<file path="src/rtl/wt_cache_pkg.sv">
// Shared write-through cache types and default geometry.
// Used by wt_dcache_inval_seq (see WT_DCACHE_RESET_FLUSH_EN there).
package wt_cache_pkg;

    localparam int unsigned DCACHE_NUM_SETS  = 256;
    localparam int unsigned DCACHE_SET_ASSOC = 4;
    localparam int unsigned DCACHE_TAG_WIDTH = 44;

    typedef enum logic [1:0] {
        IDLE,
        FLUSH,
        INV,
        DONE
    } wt_dcache_inv_state_e;

endpackage

</file>
<file path="src/rtl/wt_dcache_inval_seq.sv">
// Flush / single-line invalidation sequencer on the dcache tag-valid port.
// Define WT_DCACHE_RESET_FLUSH_EN to sweep the tag array out of reset.
module wt_dcache_inval_seq
    import wt_cache_pkg::*;
#(
    parameter int unsigned NumSets  = DCACHE_NUM_SETS,
    parameter int unsigned NumWays  = DCACHE_SET_ASSOC,
    parameter int unsigned TagWidth = DCACHE_TAG_WIDTH,
    localparam int unsigned IdxWidth =
        (NumSets > 1) ? $clog2(NumSets) : 1
) (
    input  logic                clk_i,
    input  logic                rst_ni,
    input  logic                flush_req_i,
    output logic                flush_ack_o,
    input  logic                wbuffer_empty_i,
    input  logic                inv_vld_i,
    output logic                inv_rdy_o,
    input  logic [IdxWidth-1:0] inv_idx_i,
    input  logic [NumWays-1:0]  inv_way_i,
    output logic                wr_cl_vld_o,
    output logic [NumWays-1:0]  wr_cl_we_o,
    output logic [IdxWidth-1:0] wr_cl_idx_o,
    output logic [TagWidth-1:0] wr_cl_tag_o,
    output logic [NumWays-1:0]  wr_vld_bits_o,
    output logic                busy_o
);

    localparam logic [IdxWidth-1:0] LastIdx = IdxWidth'(NumSets - 1);

    wt_dcache_inv_state_e state_d, state_q;
    logic [IdxWidth-1:0]  cnt_d, cnt_q;
    logic [IdxWidth-1:0]  idx_d, idx_q;
    logic [NumWays-1:0]   way_d, way_q;

`ifdef WT_DCACHE_RESET_FLUSH_EN
    logic rst_flush_d, rst_flush_q;
`endif

    // Invalidation writes only clear valid bits; tag content is irrelevant.
    assign wr_cl_tag_o   = '0;
    assign wr_vld_bits_o = '0;

    always_comb begin
        state_d     = state_q;
        cnt_d       = cnt_q;
        idx_d       = idx_q;
        way_d       = way_q;
        flush_ack_o = 1'b0;
        inv_rdy_o   = 1'b0;
        wr_cl_vld_o = 1'b0;
        wr_cl_we_o  = '0;
        wr_cl_idx_o = '0;
        busy_o      = 1'b1;
`ifdef WT_DCACHE_RESET_FLUSH_EN
        rst_flush_d = rst_flush_q;
`endif

        unique case (state_q)
            IDLE: begin
                busy_o    = 1'b0;
                inv_rdy_o = 1'b1;
                // An empty way mask completes the handshake without a write.
                if (inv_vld_i) begin
                    if (|inv_way_i) begin
                        idx_d   = inv_idx_i;
                        way_d   = inv_way_i;
                        state_d = INV;
                    end
                end else if (flush_req_i && wbuffer_empty_i) begin
                    cnt_d   = '0;
                    state_d = FLUSH;
                end
            end
            FLUSH: begin
                wr_cl_vld_o = 1'b1;
                wr_cl_we_o  = '1;
                wr_cl_idx_o = cnt_q;
                cnt_d       = cnt_q + IdxWidth'(1);
                if (cnt_q == LastIdx) begin
                    state_d = DONE;
                end
            end
            INV: begin
                wr_cl_vld_o = 1'b1;
                wr_cl_we_o  = way_q;
                wr_cl_idx_o = idx_q;
                state_d     = IDLE;
            end
            DONE: begin
`ifdef WT_DCACHE_RESET_FLUSH_EN
                flush_ack_o = ~rst_flush_q;
                rst_flush_d = 1'b0;
`else
                flush_ack_o = 1'b1;
`endif
                state_d = IDLE;
            end
            default: begin
                state_d = IDLE;
            end
        endcase
    end

    always_ff @(posedge clk_i or negedge rst_ni) begin
        if (!rst_ni) begin
`ifdef WT_DCACHE_RESET_FLUSH_EN
            state_q     <= FLUSH;
            rst_flush_q <= 1'b1;
`else
            state_q     <= IDLE;
`endif
            cnt_q <= '0;
            idx_q <= '0;
            way_q <= '0;
        end else begin
`ifdef WT_DCACHE_RESET_FLUSH_EN
            rst_flush_q <= rst_flush_d;
`endif
            state_q <= state_d;
            cnt_q   <= cnt_d;
            idx_q   <= idx_d;
            way_q   <= way_d;
        end
    end

endmodule

</file>
<file path="config.mk">
export PLATFORM = sky130hd
export DESIGN_NAME = wt_dcache_inval_seq
export DESIGN_NICKNAME = d
export VERILOG_FILES = /design/src/rtl/wt_cache_pkg.sv /design/src/rtl/wt_dcache_inval_seq.sv
export SDC_FILE = /design/constraint.sdc
export NUM_CORES = 1
export LEC_CHECK = 0
export ABC_AREA = 1
export CORE_ASPECT_RATIO = 1.75
export CORE_UTILIZATION = 44
export DETAILED_ROUTE_END_ITERATION = 10
export GPL_ROUTABILITY_DRIVEN = 1
export GPL_TIMING_DRIVEN = 0
export PLACE_DENSITY_LB_ADDON = 0.1
export SLEW_MARGIN = 25
export SYNTH_ARGS = -nofsm -noshare
export SYNTH_HDL_FRONTEND = slang
export SYNTH_SLANG_ARGS = --single-unit
</file>
<file path="constraint.sdc">
create_clock -name clk_i -period 2.6 [get_ports clk_i]
set_input_delay 0.52 -clock clk_i [delete_from_list [all_inputs] [get_ports clk_i]]
set_output_delay 0.52 -clock clk_i [all_outputs]
set_load 0.05 [all_outputs]
</file>
======== Yosys cells after proc, flatten, opt, wreduce, memory -nomap -nowiden ========
Index checks and enable logic that the tools add are counted.
storage, ports and cells
  register bits ........................... 22
cells by class
  $add $sub $neg .......................... 1
  mux-type cells .......................... 14
  equal/unequal tests ..................... 9
  reduce and logical (&&, ||, !) cells .... 9
operators by type and width
  operator                                                          count
  8-bit one-hot mux with 2 select lines                             2
  8-bit 2-to-1 mux                                                  2
  3-bit AND reduction                                               3
  8-bit by 1-bit adder with 8-bit output (second input constant)    1
  8-bit == test (second input constant)                             1
  2-bit 2-to-1 mux                                                  4
  4-bit one-hot mux with 2 select lines                             1
  2-bit != test (second input constant)                             3
  3-bit != test (second input constant)                             2
  2-bit one-hot mux with 3 select lines                             1
  2-bit == test (second input constant)                             2
  1-bit 2-to-1 mux                                                  4
  2-bit OR reduction                                                2
  4-bit OR reduction                                                1
  2-bit by 1-bit == test with 1-bit output (second input constant)  1
  2-bit logical NOT                                                 1
  2-bit nonzero test                                                1
  1-bit logical AND                                                 1

======== Longest topological paths before layout ========
  depth after elaboration ................. 4
  gate-level depth with buffers ........... 10

======== Least setup slack after synthesis ========
Ideal clock, no wire load.
  path kind ............................... reg2out
  start ................................... register state_q[0]
  end ..................................... output port wr_cl_idx_o[0]
  path slack .............................. -0.028 ns
  data required time ...................... 2.080 ns
  buffers on the path ..................... 1
  stages on the path, launching flop included .. 6
  arrival ................................. 2.108 ns
  cell sequence ........................... dfrtp_1 inv_1 ha_1 inv_1 clkbuf_1 a21oi_1
between the ends
  cells in the longest elaborated chain, start to end .. 2
ends and longest elaborated chain
  what                                                                              line                        source
  start: declaration                                                                wt_dcache_inval_seq.sv:31   wt_dcache_inv_state_e state_d, state_q;
  start signal: assignment                                                          wt_dcache_inval_seq.sv:120  state_q <= state_d;
  2-bit == test / 2-bit by 1-bit == test with 1-bit output (equally long branches)  wt_dcache_inval_seq.sv:59   unique case (state_q)
  8-bit one-hot mux with 2 select lines (*)                                         wt_dcache_inval_seq.sv:59
  end: declaration                                                                  wt_dcache_inval_seq.sv:23   output logic [IdxWidth-1:0] wr_cl_idx_o,
Mark *: on every way between the ends. The rest lies on a longest branch, timed or not.

======== Worst setup path in the final report ========
  start ................................... register state_q[1]
  end ..................................... output port wr_cl_idx_o[1]
The elaborated chain is that of the path after synthesis.

==> impl_results.md <==
- Post-synth ARST share: 100%
- Clock Skew: 0.00159 ns
- Multi-input logic area: 841 um^2
- Largest net degree at the start of global routing: 23
- Final Power: 1980 uW
- DR vias: ~1600
- Commonest non-fill, non-tap cell in the layout: nand2_1
- Time the worst path needs with I/O delays and setup: 2.50 ns
- RSZ-0062 raised after global routing: false
- Crit. End Element: output port
- Site Rows: 29
- Initial antenna violation count: 0
- Avg Cell Area, Syn: 7.08 um^2
- Post-synth EDFFs: 0
- Tightest Hold Check Type: in -> async
- Cell Area, Synth: 0.00168 mm^2
- WL/cell: 9.33 um
- Clock transition at the registers of the reported paths: 0.08 ns
- DIE WIDTH: approximately 49 um
- I/O pin count: 81
- Register area: 551 um^2
- Critical Path Start Type: flop
- Pwr dens: 884 mW/mm^2
- Setup violators final: 0
- WP data arrival: roughly 2 ns
- Setup WS post-layout: 0.0974 ns
- CP bufs+invs: 4
- Worst-Skew Late Latency: between 0.2 and 0.3 ns
- H-Tree Depth: 1
- Slew Limit Fails: 0
- CTS max path bufs: 2
- Die span in y: ~84 um
- Top delay family on crit path: buffers and inverters
- Netlist cell types: 20
- Net count, final: 343
- Die area: 0.00407 mm^2
- # DRC: 0
- CP most frequent cell: buf_2
- Final setup TNS: 0 ns
- Number of max-cap violations: 0
- DRT Wirelength: 3410 um
- Lkg Pwr: 0.00125 uW
- Grt total ovfl: 0
- Max stage delay on crit path: 0.42 ns
- Vias in the first global route: ~1400
- Detailed placer's ending HPWL: between 2000 and 3000 um
- Area delta synth->final: 33.1%
- Most frequent cells in the layout: nand2_1, buf_4, conb_1, nand3_1, dfrtp_1
- Clock net sink count: 22
- Peak VDD IR: 0.660 mV
- Cells after DPL: between 300 and 400
- Num CTS Buffers: 3
- Post-CTS Hold Fix Bufs: 0
- Share of post-route cells with drive strength above 1: 23.8%
- Post-CTS setup buffer count: 0
- Final Non-Filler Cells: 365
- Detailed-router iteration count before antenna repair: 6
- Synth Register Bits: 22
- First-pass GRT wire length: about 5700 um
- Initial Utilization: 46.2%
- CTS tree: built
- Setup CP Type: reg -> out
- IO buf count: 32
- Syn. warnings: 0
- Post-DRT Antenna Nets: 0
- DR vias/cell: 4.27
- Synth Instances: 237
- Run status: complete, no violations
- Final worst path period share: 96.3%
- PostCTS Resize Cnt: 26
- CP required: around 2.1 ns
- Dominant synthesized flop cell: dfrtp_1
- First-iteration detailed-routing DRC count: 22
- Fillers: between 300 and 400
- Max FO, Critical Path: 10
- Slew @ Worst Pin: 0.502 ns
- Inserted Diodes: 0
- Final hold vios: 0
- RePlAce Congestion: between 0.8 and 0.9
- Rel. slew slack: 66.4%
- Total core area: ~0.0036 mm^2
- Gr usage total: 17.8%
- Cell Chain, Critical Path: inv_1, ha_1, buf_2, buf_2, nand2_1, a21oi_1, clkdlybuf4s15_2
- Dpl ws: -0.0606 ns
- Clk Tree Root Cell: clkbuf_8
- Critical-path top delay cell: dfrtp_1
- FMAX: 0.400 GHz
- Seq/Total Area, Yosys: between 30% and 40%
per-layer routing:
| metal | routed length [um] | track usage, % | vias to the layer above |
|---|---|---|---|
| met4 | 71 | 8.02 | 0 |
| met1 | 1240 | 17.2 | 682 |
| met3 | 163 | 2.37 | 8 |
| li1 | - | - | 816 |
| met2 | 1930 | 35.4 | 51 |
| met5 | 0 | 0 | - |
worst paths after layout:
| kind | start | end | slack [ns] | depth (start not counted) |
|---|---|---|---|---|
| max | state_q[1] | wr_cl_idx_o[1] | 0.1 | 7 |
| min in group clk_i | idx_q[0] | idx_q[0] | 0.48 | 2 |
| min reg2reg | idx_q[0] | idx_q[0] | 0.48 | 2 |
| max reg2reg | state_q[0] | way_q[0] | 1.02 | 8 |
| max in group asynchronous | rst_ni | cnt_q[5] | 2.04 | 1 |
| min | rst_ni | idx_q[6] | 0.22 | 1 |
registers in the layout (all words and copies together), names as in the netlist:
register / count
cnt_q: 8
idx_q: 8
way_q: 4
state_q: 2
power breakdown:
part	internal (uW)	switching, uW	leakage [uW]
Sequential	456	74.3	0.000285
Clock	103	108	0.0000216
Combinational	355	879	0.000945
Total	914	1060	0.00125
worst register-to-register path: cells and delay by family (launching register included):
| kind | cells | cell delay (ns) |
|---|---|---|
| adder cells (fa/ha/maj) | 1 | 0.30 |
| AND/OR/NAND/NOR | 4 | 0.35 |
| buffers and inverters | 3 | 0.41 |
| flip-flops | 1 | 0.42 |
stage by stage:
step           utilization [%]  hold WS [ns]  area [um^2]
2_1_floorplan                -         0.224         1850
3_3_place_gp              61.5         0.454         2230
3_5_place_dp              61.5         0.459         2230
4_1_cts                   62.7         0.478         2280
5_1_grt                   61.6         0.254         2230
6_report                  61.6         0.219         2230
area by class of cell:
cell class                      instances  share of cell area (%)
Inverter                               15                    2.52
Clock buffer                            3                    1.85
Sequential cell                        22                    24.6
Tap cell                               46                    2.58
Timing Repair Buffer                   32                    12.5
Multi-Input combinational cell        191                    37.6
Buffer                                 56                    18.3
Yosys cell counts, types with 2 or more instances:
cell / number / area share (%)
a21oi_1: 12 / 3.6
buf_2: 4 / 1.2
o21ai_1: 3 / 0.89
nand3_1: 22 / 6.6
inv_1: 15 / 3.4
dfrtp_1: 22 / 33
ha_1: 5 / 3.7
nand4_1: 5 / 1.9
nor2_1: 7 / 1.6
buf_4: 49 / 22
nand2_2: 3 / 1.1
nand2_1: 81 / 18
clkbuf_1: 2 / 0.45
cells by family (layout without fill, tap and decap cells):
logic type / after synthesis / after routing / share of synthesized area, %
fa+ha+maj: 5 / 5 / 3.73
buf+inv: 71 / 106 / 27.6
compound gates: 18 / 18 / 5.74
simple gates: 120 / 120 / 29.9
other cells: 1 / 48 / 0.223
flops: 22 / 22 / 32.8
(Power assumes the default switching activity.)
